<file path="src/rtl/som_seq_if.sv">
// som_seq_if: start/stall handshake and RAM port bundle for som_seq_controller
//  ports: start, stall (to controller); busy, done, W_update_latch (status);
//         RAM_IF_A/OE (image read), RAM_W_A/WE (weight write), RAM_RESULT_A/WE (result write);
//         epoch_idx only when SOM_MULTI_EPOCH_EN is defined
//  modports: master = controller side, slave = system side
interface som_seq_if #(
  parameter int ADDR_W  = 18,
  parameter int EPOCH_W = 2
);
  logic              start, stall, busy, done, W_update_latch;
  logic [ADDR_W-1:0] RAM_IF_A, RAM_W_A, RAM_RESULT_A;
  logic              RAM_IF_OE, RAM_W_WE, RAM_RESULT_WE;
`ifdef SOM_MULTI_EPOCH_EN
  logic [EPOCH_W-1:0] epoch_idx;
  modport master (
    input  start, stall,
    output busy, done, W_update_latch, RAM_IF_A, RAM_IF_OE,
           RAM_W_A, RAM_W_WE, RAM_RESULT_A, RAM_RESULT_WE, epoch_idx
  );
  modport slave (
    output start, stall,
    input  busy, done, W_update_latch, RAM_IF_A, RAM_IF_OE,
           RAM_W_A, RAM_W_WE, RAM_RESULT_A, RAM_RESULT_WE, epoch_idx
  );
`else
  modport master (
    input  start, stall,
    output busy, done, W_update_latch, RAM_IF_A, RAM_IF_OE,
           RAM_W_A, RAM_W_WE, RAM_RESULT_A, RAM_RESULT_WE
  );
  modport slave (
    output start, stall,
    input  busy, done, W_update_latch, RAM_IF_A, RAM_IF_OE,
           RAM_W_A, RAM_W_WE, RAM_RESULT_A, RAM_RESULT_WE
  );
`endif
endinterface

</file>
<file path="src/rtl/som_seq_controller.sv">
// som_seq_controller: frame sequencer TRAIN -> write weights -> MAP -> done for the SOM system
//  ports: clk, rst (async active-high), bus (som_seq_if.master: start/stall in, status and RAM ports out)
//  SOM_MULTI_EPOCH_EN: TRAIN repeats NUM_EPOCH passes and drives bus.epoch_idx
module som_seq_controller #(
  parameter int ADDR_W    = 18,
  parameter int IMG_PIX   = 4096,
  parameter int NUM_W     = 64,
  parameter int NUM_IMG   = 1,
  parameter int NUM_EPOCH = 4
) (
  input logic       clk,
  input logic       rst,
  som_seq_if.master bus
);
  localparam int TOTAL = NUM_IMG * IMG_PIX;
  localparam int CW    = ADDR_W + 1;
  typedef enum logic [2:0] {IDLE, TRAIN, TDRAIN, WR_W, MAP, MDRAIN, DONE} state_t;
  state_t            state_q, state_d;
  logic [CW-1:0]     cnt_q, cnt_d;
  logic [ADDR_W-1:0] if_a_q, if_a_d, w_a_q, w_a_d, res_a_q, res_a_d;
  logic              oe_q, oe_d, we_q, we_d, res_we_q, res_we_d, upd_q, upd_d;
  logic              busy_q, busy_d, done_q, done_d, idle;
`ifdef SOM_MULTI_EPOCH_EN
  localparam int EW = NUM_EPOCH > 1 ? $clog2(NUM_EPOCH) : 1;
  logic [EW-1:0] ep_q, ep_d;
  assign bus.epoch_idx = ep_q;
`endif
  assign idle = state_q == IDLE || state_q == DONE;
  // cnt_q is the next address to issue in the current phase; outputs show the one issued now
  always_comb begin
    state_d  = state_q;
    cnt_d    = cnt_q;
    if_a_d   = if_a_q;
    w_a_d    = w_a_q;
    oe_d     = 1'b0;
    we_d     = 1'b0;
    upd_d    = oe_q && state_q == TRAIN;
    res_we_d = oe_q && state_q == MAP;
    res_a_d  = res_we_d ? if_a_q : res_a_q;
`ifdef SOM_MULTI_EPOCH_EN
    ep_d     = ep_q;
`endif
    if (idle && bus.start) begin
      state_d = TRAIN;
      oe_d    = !bus.stall;
      cnt_d   = bus.stall ? '0 : CW'(1);
      if_a_d  = '0;
      w_a_d   = '0;
      res_a_d = '0;
`ifdef SOM_MULTI_EPOCH_EN
      ep_d    = '0;
`endif
    end else if (!idle && !bus.stall) begin
      case (state_q)
        TRAIN:
          if (cnt_q != CW'(TOTAL)) begin
            oe_d   = 1'b1;
            if_a_d = cnt_q[ADDR_W-1:0];
            cnt_d  = cnt_q + CW'(1);
          end
`ifdef SOM_MULTI_EPOCH_EN
          else if (ep_q != EW'(NUM_EPOCH - 1)) begin
            ep_d   = ep_q + EW'(1);
            oe_d   = 1'b1;
            if_a_d = '0;
            cnt_d  = CW'(1);
          end
`endif
          else state_d = TDRAIN;
        TDRAIN: begin
          state_d = WR_W;
          we_d    = 1'b1;
          w_a_d   = '0;
          cnt_d   = CW'(1);
        end
        WR_W:
          if (cnt_q != CW'(NUM_W)) begin
            we_d  = 1'b1;
            w_a_d = cnt_q[ADDR_W-1:0];
            cnt_d = cnt_q + CW'(1);
          end else begin
            state_d = MAP;
            oe_d    = 1'b1;
            if_a_d  = '0;
            cnt_d   = CW'(1);
          end
        MAP:
          if (cnt_q != CW'(TOTAL)) begin
            oe_d   = 1'b1;
            if_a_d = cnt_q[ADDR_W-1:0];
            cnt_d  = cnt_q + CW'(1);
          end else state_d = MDRAIN;
        MDRAIN: state_d = DONE;
        default: state_d = state_q;
      endcase
    end
    busy_d = state_d != IDLE && state_d != DONE;
    done_d = state_d == DONE;
  end
  always_ff @(posedge clk or posedge rst)
    if (rst) begin
      state_q  <= IDLE;
      cnt_q    <= '0;
      if_a_q   <= '0;
      w_a_q    <= '0;
      res_a_q  <= '0;
      oe_q     <= 1'b0;
      we_q     <= 1'b0;
      res_we_q <= 1'b0;
      upd_q    <= 1'b0;
      busy_q   <= 1'b0;
      done_q   <= 1'b0;
`ifdef SOM_MULTI_EPOCH_EN
      ep_q     <= '0;
`endif
    end else begin
      state_q  <= state_d;
      cnt_q    <= cnt_d;
      if_a_q   <= if_a_d;
      w_a_q    <= w_a_d;
      res_a_q  <= res_a_d;
      oe_q     <= oe_d;
      we_q     <= we_d;
      res_we_q <= res_we_d;
      upd_q    <= upd_d;
      busy_q   <= busy_d;
      done_q   <= done_d;
`ifdef SOM_MULTI_EPOCH_EN
      ep_q     <= ep_d;
`endif
    end
  assign bus.busy           = busy_q;
  assign bus.done           = done_q;
  assign bus.W_update_latch = upd_q;
  assign bus.RAM_IF_A       = if_a_q;
  assign bus.RAM_IF_OE      = oe_q;
  assign bus.RAM_W_A        = w_a_q;
  assign bus.RAM_W_WE       = we_q;
  assign bus.RAM_RESULT_A   = res_a_q;
  assign bus.RAM_RESULT_WE  = res_we_q;
endmodule

</file>
<file path="src/flat_wrapper.sv">
// flat-port wrapper written by rule: the top's interface ports become plain ports
module som_seq_controller_flat 
#(
  parameter int ADDR_W    = 18,
  parameter int IMG_PIX   = 4096,
  parameter int NUM_W     = 64,
  parameter int NUM_IMG   = 1,
  parameter int NUM_EPOCH = 4
)
  (clk, rst, bus_start, bus_stall, bus_busy, bus_done, bus_W_update_latch, bus_RAM_IF_A, bus_RAM_IF_OE, bus_RAM_W_A, bus_RAM_W_WE, bus_RAM_RESULT_A, bus_RAM_RESULT_WE);
  som_seq_if #(.ADDR_W(ADDR_W), .EPOCH_W((1))) bus_i ();
  input logic clk;
  input logic rst;
  input wire logic [$bits(bus_i.start)-1:0] bus_start;
  input wire logic [$bits(bus_i.stall)-1:0] bus_stall;
  output wire logic [$bits(bus_i.busy)-1:0] bus_busy;
  output wire logic [$bits(bus_i.done)-1:0] bus_done;
  output wire logic [$bits(bus_i.W_update_latch)-1:0] bus_W_update_latch;
  output wire logic [$bits(bus_i.RAM_IF_A)-1:0] bus_RAM_IF_A;
  output wire logic [$bits(bus_i.RAM_IF_OE)-1:0] bus_RAM_IF_OE;
  output wire logic [$bits(bus_i.RAM_W_A)-1:0] bus_RAM_W_A;
  output wire logic [$bits(bus_i.RAM_W_WE)-1:0] bus_RAM_W_WE;
  output wire logic [$bits(bus_i.RAM_RESULT_A)-1:0] bus_RAM_RESULT_A;
  output wire logic [$bits(bus_i.RAM_RESULT_WE)-1:0] bus_RAM_RESULT_WE;
  assign bus_i.start = bus_start;
  assign bus_i.stall = bus_stall;
  assign bus_busy = bus_i.busy;
  assign bus_done = bus_i.done;
  assign bus_W_update_latch = bus_i.W_update_latch;
  assign bus_RAM_IF_A = bus_i.RAM_IF_A;
  assign bus_RAM_IF_OE = bus_i.RAM_IF_OE;
  assign bus_RAM_W_A = bus_i.RAM_W_A;
  assign bus_RAM_W_WE = bus_i.RAM_W_WE;
  assign bus_RAM_RESULT_A = bus_i.RAM_RESULT_A;
  assign bus_RAM_RESULT_WE = bus_i.RAM_RESULT_WE;
  som_seq_controller #(.ADDR_W(ADDR_W), .IMG_PIX(IMG_PIX), .NUM_W(NUM_W), .NUM_IMG(NUM_IMG), .NUM_EPOCH(NUM_EPOCH)) u_core (.clk(clk), .rst(rst), .bus(bus_i));
endmodule
</file>
<file path="config.mk">
export PLATFORM = sky130hd
export DESIGN_NAME = som_seq_controller_flat
export DESIGN_NICKNAME = d
export VERILOG_FILES = /design/src/rtl/som_seq_if.sv /design/src/rtl/som_seq_controller.sv /design/src/flat_wrapper.sv
export SDC_FILE = /design/constraint.sdc
export NUM_CORES = 1
export LEC_CHECK = 0
export CAP_MARGIN = 0
export CORE_MARGIN = 2
export CORE_UTILIZATION = 55
export DETAILED_ROUTE_END_ITERATION = 8
export DONT_BUFFER_PORTS = 1
export PLACE_DENSITY_LB_ADDON = 0.25
export SYNTH_ARGS = -nofsm -noshare
export SYNTH_HDL_FRONTEND = slang
export SYNTH_SLANG_ARGS = --single-unit
</file>
<file path="constraint.sdc">
create_clock -name clk -period 2.52 [get_ports clk]
set_input_delay 0.378 -clock clk [delete_from_list [all_inputs] [get_ports clk]]
set_output_delay 0.378 -clock clk [all_outputs]
set_load 0.01 [all_outputs]
</file>
; ---- Word level (Yosys, flattened, before mapping)
; Index checks and enable logic that the tools add are counted.
; Widths: inputs -> output; s select.
[word_totals]
word_cells = 76
register_bits = 82
inputBits = 4
output_inout_bits = 60
[op_classes]
n_reduce_logical = 19
muxes = 32
addsub = 1
n_eq_ne = 13
[op_table]
columns = cell, n
row1 = $mux 18, 9
row2 = $mux 19, 4
row3 = $pmux 18 s2, 2
row4 = $pmux 19 s3, 1
row5 = $add 19x1->19 const B, 1
row6 = $ne 19x13->1 const B, 1
row7 = $ne 19x7->1 const B, 1
row8 = $mux 3, 5
row9 = $pmux 3 s5, 1
row10 = $eq 3x3->1 const B, 4
row11 = $reduce_bool 3->1, 3
row12 = $mux 1, 8
row13 = $eq 3x2->1 const B, 2
row14 = $ne 3x1->1 const B, 2
row15 = $reduce_and 3->1, 2
row16 = $logic_and 1x1->1, 5
row17 = $pmux 1 s2, 2
row18 = $reduce_and 4->1, 1
row19 = $reduce_bool 2->1, 2
row20 = $reduce_bool 4->1, 1
row21 = $eq 3x1->1 const B, 1
row22 = $logic_not 3->1, 1
row23 = $ne 3x2->1 const B, 1
row24 = $ne 3x3->1 const B, 1
row25 = other kinds (3), 4

; ---- Longest topological paths before layout
; Gate-level depths: netlist of run 1.
[logic_depth]
ltp_word = 8
depth_mapped = 10
mapped_depth_nobuf = 8

; ---- Worst setup path before layout of run 1
; Ideal clock, no wire load.
[synth_timing]
path_type = register to register
startpoint = register u_core.cnt_q[0]
endpoint = register u_core.if_a_q[0] (netlist: u_core.bus.RAM_IF_A[0])
setup_ns = 0.125
arrival_time_ns = 1.931
path_stages_with_launch = 10
required_ns = 2.395
setup_slack_ns = 0.464
synth_period_minus_slack_ns = 2.056
n_path_buf = 1
cell_sequence = dfrtp_1 > inv_1 > ha_1 > nor4b_4 > nand4_4 > nor3_2 > o21bai_1 > and3_1 > buf_6 > mux2_4
[synth_between]
elab_chain_len = 4
elab_cells_between_ends = 9
classes_between = eq/ne (4) / mux (4) / reduce/logical (1)
[synth_rtl]
columns = item, line_no
row1 = "start, declared", som_seq_controller.sv:19  ; logic [CW-1:0] cnt_q, cnt_d;
row2 = "start signal, assigned", som_seq_controller.sv:118  ; cnt_q <= cnt_d;
row3 = "parallel branches: the longest is 4 deep, another holds $ne 19x7->1", n/a
row4 = "end signal, assigned", som_seq_controller.sv:119  ; if_a_q <= if_a_d;
row5 = "end, declared", som_seq_controller.sv:20  ; logic [ADDR_W-1:0] if_a_q, if_a_d, w_a_q, w_a_d, res_a_q, res_a_d;
; Parallel ways; which one is timed is not known. The select of a mux whose other input is x is not followed.
; A chain may end at the register's enable or synchronous reset.

; ---- Worst setup path after layout of run 1
[layout_timing]
startpoint = register u_core.cnt_q[0]
endpoint = register u_core.cnt_q[6]
[layout_between]
elab_chain_len = 5
elab_cells_between_ends = 10
classes_between = add/sub (1) / eq/ne (3) / mux (5) / reduce/logical (1)
[layout_rtl]
columns = item, line_no
row1 = $add 19x1->19 or $ne 19x7->1 (tied branches), n/a
row2 = $mux 19 (on tied branches), "som_seq_controller.sv:56, som_seq_controller.sv:88, som_seq_controller.sv:77"
row3 = $pmux 19 s3, som_seq_controller.sv:54  ; case (state_q)
row4 = $mux 19, som_seq_controller.sv:53  ; end else if (!idle && !bus.stall) begin
row5 = $mux 19, som_seq_controller.sv:43  ; if (idle && bus.start) begin
; Several ways; a longest one is shown, not always the timed one. The select of a mux whose other input is x is not followed.

==> metrics.txt, run 1 <==
status complete, no violations; pin count of the biggest net entering global routing 54; initial antenna violation count 0; startpoint types flip-flop; Vias 2985; postcts setup bufs 0; most frequent CP cell nand2_1; unrepaired setup endpoints after global routing false; DPL Wire Length ~6.6 mm; hold wc startpoint bus_stall; layout cells sized above 1 0.156; drt wl/cell 17.6 um; maxcap violations 0; CP arrival around 2.6 ns; buffers added on ports 0; sequential share of the synthesized area 0.512; final wirelength around 9.1 mm; DRC 0; die height a little under 90 um; Internal 2.15 mW; ys async rst share 1.00; sw power between 1 and 1.5 mW; Max VDD drop ~360 uV; total gr overflow 0; number of synthesized flops with an enable pin 0; Layout area overhead 9.59%; DR vias/cell ~5.8; First-pass DRT Iterations 4; Worst Hold Depth 2; met1 Use GR 0.318; Seq pwr share 0.487; GRT Overall Usage 0.236; number of clock sinks 82; Post-synth top flop dfrtp_1; diodes inserted 0; # IOs 64; type of element capturing the critical path flip-flop; cell area power density 753 nW/um^2; Placement Cell Area 4200 sq um; clk buf depth 2; Worst-path clk slew about 0.090 ns; minimum clock period about 2.3 ns; CTS tree yes; crit share post-route 0.924; final instance area 4390 sq um; Sw Ratio 0.351; WP depth 9; Syn Inst Count 395; post-synth cell types 56; Critical Path, Cell by Cell inv_1, ha_1, nor4b_4, nand4_4, buf_4, o21ai_2, nand2_1, nand2_1, o311ai_1; mapped cell area around 4000 sq um; Clock Latency Late Sink about 0.36 ns; Mapped Nets between 400 and 500; worst hold-check path type input port to flip-flop; max incr delay on CP between 0.4 and 0.5 ns; # rows 31; Die W roughly 90 um; relative slew slack 0.652; crit path from u_core.cnt_q[0]$_DFFE_PP0P_; crit path max fanout 8; DRT antenna net count 0; Syn. warnings 0; Initial Utilization 0.561; Core Area roughly 7100 sq um; buffers and inverters on the worst path 2; Clk pwr share 0.264; maximum operating frequency roughly 430 MHz; total clock buffers created by CTS 9; H-tree levels 3; Cells after DPL about 500; Sum Neg Setup Slack 0 ns; Worst Tran Pin Value 0.521 ns; final setup fails 0; root buffer cell clkbuf_8; Fin Clk Skew 0.0121 ns; die area 7980 sq um; Pleak ~2 nW; power share of the combinational group 0.250; GP Congestion about 0.94; non-filler cells, final approximately 520; final hold viol count 0; Final Max Tran Viols 0; Yosys reg bits 82; reg2reg start u_core.cnt_q[0]$_DFFE_PP0P_; vias in the first global route 2903; final net count 417; Crit path max-delay family simple AND/OR/NAND/NOR gates; Post-Syn Area per Cell between 10 and 15 sq um; DRT iter0 DRCs 206; critical path required time ~2.7 ns; Most Crowded Layer GR met2; crit path kind flip-flop to flip-flop; met2 Use GR 0.377; R2R depth 9; crit path max-delay cell type dfrtp_1; met3 GRT Util 0.0452; global-route wire length before repair around 14 mm
## state kept, by name, summed over array words and instances (netlist names)
signal	flops
u_core.bus.done	1
u_core.cnt_q	19
u_core.bus.W_update_latch	1
u_core.bus.RAM_RESULT_A	18
u_core.bus.RAM_IF_OE	1
u_core.bus.RAM_W_WE	1
u_core.bus.RAM_W_A	18
u_core.bus.RAM_RESULT_WE	1
u_core.state_q	3
u_core.bus.RAM_IF_A	18
u_core.bus.busy	1
## layout by cell type (no fill, tap or decap), types with 2 or more instances in the layout
master and n:
nand3_1 7, a22o_1 21, or2_2 3, nor3_1 5, clkbuf_8 9, nand2_1 67
nor2b_1 5, o22ai_1 2, nand2b_1 4, clkinvlp_4 3, clkinv_2 3, nand4_1 4
nor4_4 3, a21boi_0 2, o31ai_1 7, nor4_1 4, a21oi_1 26, a211o_1 3
o21ai_0 16, ha_1 2, buf_4 27, and2_1 2, xnor2_1 6, dfrtp_1 82
nor2_1 21, mux2i_1 14, and3_1 6, a21o_1 3, mux2_4 4, inv_1 21
o21ai_1 2, o2bb2ai_1 2, and4_1 2, a22oi_1 3
## power by group through the flow
stage | Combinational (mW) | Sequential [mW] | Clock, mW
5_1_grt | 0.902 | 1.63 | 0.952
3_3_place_gp | 0.799 | 1.63 | 0
4_1_cts | 0.821 | 1.61 | 0.883
6_report | 0.825 | 1.61 | 0.871
3_5_place_dp | 0.813 | 1.63 | 0
2_1_floorplan | 0.673 | 1.56 | 0
## per-layer routing
layer | wire (um) | share of wire
met1 | 4050 | 0.45
met2 | 4320 | 0.48
met4 | 216 | 0.024
met5 | 0 | 0
met3 | 483 | 0.053
## per-stage QoR
| step | utilization | power, mW | hold WS, ns | worst slack, ns |
|---|---|---|---|---|
| after floorplan | - | 2.23 | 0.526 | 0.0336 |
| after global placement | 0.589 | 2.43 | 0.297 | 0.221 |
| after detailed placement | 0.589 | 2.45 | 0.306 | 0.134 |
| after CTS | 0.615 | 3.31 | 0.230 | 0.102 |
| after global routing | 0.615 | 3.48 | 0.264 | 0.000145 |
| final | 0.615 | 3.31 | 0.235 | 0.193 |
## synth_stat cells (3+ instances only)
library cell | n | area share
nand2b_1 | 4 | 0.0062
clkbuf_1 | 10 | 0.0094
inv_1 | 22 | 0.021
mux2_4 | 4 | 0.015
or2_2 | 3 | 0.0047
a21oi_1 | 26 | 0.032
and3_1 | 7 | 0.011
nor4_4 | 3 | 0.016
mux2i_1 | 14 | 0.035
nor4_1 | 4 | 0.0062
a211o_1 | 3 | 0.0066
a22o_1 | 21 | 0.046
buf_4 | 4 | 0.0075
buf_2 | 4 | 0.0050
a21o_1 | 3 | 0.0056
nor2_1 | 21 | 0.020
dfrtp_1 | 82 | 0.51
a22oi_1 | 3 | 0.0056
o21ai_0 | 16 | 0.020
o31ai_1 | 7 | 0.013
nand3_1 | 7 | 0.0087
nor3_1 | 5 | 0.0062
xnor2_1 | 6 | 0.013
nor2b_1 | 5 | 0.0078
buf_6 | 4 | 0.011
nand4_1 | 4 | 0.0062
nand2_1 | 67 | 0.063
## worst paths after layout
path,to,slack (ns)
hold reg to reg,u_core.bus.RAM_W_A[1]$_DFFE_PP0P_,0.56
setup reg to reg,u_core.cnt_q[6]$_DFFE_PP0P_,0.19
min in group asynchronous,u_core.bus.RAM_RESULT_WE$_DFF_PP0_,0.50
setup / recovery,u_core.cnt_q[6]$_DFFE_PP0P_,0.19
max in group asynchronous,u_core.bus.RAM_W_A[12]$_DFFE_PP0P_,1.37
hold / removal,u_core.cnt_q[0]$_DFFE_PP0P_,0.23
## repair_timing
action                     CTS  global route
setup endpoints to repair    0            10
hold endpoints to repair    29             0
hold buffers                 1             0
resized for setup            0             1
## cell families after synthesis
family	after synthesis	share of synthesized area
xor+xnor	7	0.0153
compound gates	96	0.163
flops	82	0.512
simple gates	143	0.192
buf+inv	47	0.0606
fa+ha+maj	2	0.00625
mux	18	0.0500
## final cells by class
cell class,count,area [sq um]
clock inverter,7,52.6
inverter,23,87.6
fill,610,2750
tap,99,124
timing repair buffer,29,233
sequential,82,2050
clock buffer,9,124
multi-input combinational,266,1720
Power figures use the tool's default switching activity.
==> run 2: changes to the inputs <==
Clock period 2.52 ns to 2.4 ns, I/O delays scaled along.
==> metrics.txt, run 2 (same netlist as run 1, synthesis figures left out) <==
die area 7980 sq um (unchanged); GP Congestion 0.886 (was 0.939); fillers 569 (was 610); GRT Overall Usage 0.245 (was 0.236); CTS tree yes (unchanged); DRT antenna net count 0 (unchanged); Fin Clk Skew 0.0115 ns (was 0.0121 ns); DRT iter0 DRCs 198 (was 206); total clock buffers created by CTS 9 (unchanged); most frequent cells in the layout 82 x dfrtp_1, 65 x nand2_1, 37 x buf_4, 26 x a21oi_1 (was 82 x dfrtp_1, 67 x nand2_1, 27 x buf_4, 26 x a21oi_1); DPL Wire Length 6.75 mm (was 6.55 mm); R2R depth 9 (unchanged); Cells after DPL 507 (was 498); final wirelength 9.40 mm (was 9.07 mm); DR vias/cell 5.92 (was 5.80); relative slew slack 0.637 (was 0.652); Reg with most FFs u_core.cnt_q (unchanged); reg2reg start u_core.cnt_q[0]$_DFFE_PP0P_ (unchanged); final instance area 4500 sq um (was 4390 sq um); Vias 3106 (was 2985); total gr overflow 0 (unchanged); status complete, no violations (unchanged); vias in the first global route 2963 (was 2903); hold wc startpoint bus_stall (unchanged); crit path max-delay cell type dfrtp_1 (unchanged); final core occ 0.631 (was 0.615); Sum Neg Setup Slack 0 ns (unchanged); unrepaired setup endpoints after global routing false (unchanged); Core Area 7140 sq um (unchanged); final hold viol count 0 (unchanged); # IOs 64 (unchanged); diodes inserted 0 (unchanged); Crit path max-delay family compound AO/OA/AOI/OAI gates (was simple AND/OR/NAND/NOR gates); most common cell after layout, fill and taps aside dfrtp_1 (unchanged); startpoint types flip-flop (unchanged); DRC 0 (unchanged); number of clock sinks 82 (unchanged); die height 89.3 um (unchanged); CP arrival 2.47 ns (was 2.55 ns); Multi-input gate area 1740 sq um (was 1720 sq um); # rows 31 (unchanged); Initial Utilization 0.561 (unchanged); worst hold-check path type input port to flip-flop (unchanged); Worst Tran Pin Value 0.543 ns (was 0.521 ns); type of element capturing the critical path flip-flop (unchanged); Worst-path clk slew 0.09 ns (about the same); final net count 427 (was 417); minimum clock period 2.23 ns (was 2.33 ns); cell area power density 794 nW/um^2 (was 753 nW/um^2); max reg flops 19 (unchanged); root buffer cell clkbuf_8 (unchanged); crit path max fanout 4 (was 8); Die W 89.3 um (unchanged); hold endpoint u_core.cnt_q[0]$_DFFE_PP0P_ (unchanged); pin count of the biggest net entering global routing 46 (was 54); Pleak 2.04 nW (was 1.98 nW); Max VDD drop 314 uV (was 355 uV); crit path kind flip-flop to flip-flop (unchanged); r2r setup slk 0.17 ns (was 0.19 ns); max incr delay on CP 0.38 ns (was 0.43 ns); Register Area 2050 sq um (unchanged); initial antenna violation count 0 (unchanged); Clock Latency Late Sink 0.35 ns (was 0.36 ns); layout cells sized above 1 0.185 (was 0.156); maxcap violations 0 (unchanged); critical path required time 2.64 ns (was 2.74 ns); Placement Cell Area 4270 sq um (was 4200 sq um); drt wl/cell 17.9 um (was 17.6 um); maximum operating frequency 447 MHz (was 430 MHz); crit share post-route 0.931 (was 0.924); H-tree levels 3 (unchanged); RR Endpoint u_core.bus.busy$_DFF_PP0_ (was u_core.cnt_q[6]$_DFFE_PP0P_); First-pass DRT Iterations 5 (was 4); clk buf depth 2 (unchanged); non-filler cells, final 525 (was 515); global-route wire length before repair 14.9 mm (was 14.4 mm); Layout area overhead 12.5% (was 9.59%); crit path from u_core.cnt_q[0]$_DFFE_PP0P_ (unchanged); Critical Path, Cell by Cell inv_1, ha_1, nor4b_4, nand4_4, buf_4, o21ai_1, a21boi_0, a211o_1, a211o_1 (was inv_1, ha_1, nor4b_4, nand4_4, buf_4, o21ai_2, nand2_1, nand2_1, o311ai_1); buffers and inverters on the worst path 2 (unchanged); buffers added on ports 0 (unchanged); Worst Hold Depth 2 (unchanged); most frequent CP cell a211o_1 (was nand2_1); final setup fails 0 (unchanged); Final Max Tran Viols 0 (unchanged)
==> run 2: worst max-delay path by stage <==
stage                     depth (start not counted)  slack (ns)                                  to
final                                             9        0.17           u_core.bus.busy$_DFF_PP0_
after global routing                              9        0.01           u_core.bus.busy$_DFF_PP0_
after CTS                                         9        0.02        u_core.cnt_q[10]$_DFFE_PP0P_
after detailed placement                          8       0.007  u_core.bus.RAM_IF_A[4]$_DFFE_PP0P_
after global placement                            9        0.05        u_core.cnt_q[11]$_DFFE_PP0P_
after floorplan                                   9        0.34  u_core.bus.RAM_IF_A[0]$_DFFE_PP0P_
==> run 2: final cells by class <==
class	instances	area share
Sequential cell	82	0.456
Multi-Input combinational cell	266	0.387
Timing Repair Buffer	39	0.0683
Clock buffer	9	0.0275
Tap cell	99	0.0275
Inverter	23	0.0200
Clock inverter	7	0.0144
==> run 2: repair_timing <==
| item | 4_1_cts | 5_1_grt |
|---|---|---|
| hold endpoints to repair | 21 | 0 |
| resized for setup | 2 | 6 |
| buffers inserted | 0 | 1 |
| pin swaps | 0 | 1 |
| hold buffers | 1 | 0 |
| setup endpoints to repair | 8 | 37 |
==> run 2: layer usage <==
layer | global-route usage | vias to the layer above | wire length (um)
li1 | - | 1437 | -
met4 | 0.0923 | 0 | 209
met1 | 0.320 | 1510 | 4100
met5 | 0 | - | 0
met3 | 0.0462 | 27 | 594
met2 | 0.407 | 132 | 4490
==> run 2: per-stage QoR <==
step,setup WS [ns],hold WS (ns),power [mW]
after global placement,0.0536,0.282,2.60
after floorplan,0.344,0.526,2.34
after detailed placement,0.00725,0.284,2.62
after global routing,0.0112,0.220,3.76
after CTS,0.0151,0.233,3.56
final,0.165,0.243,3.58
==> run 2: report_power, final <==
part | internal, mW | switching [mW]
sequential | 1.50 | 0.171
clock | 0.391 | 0.548
combinational | 0.421 | 0.544
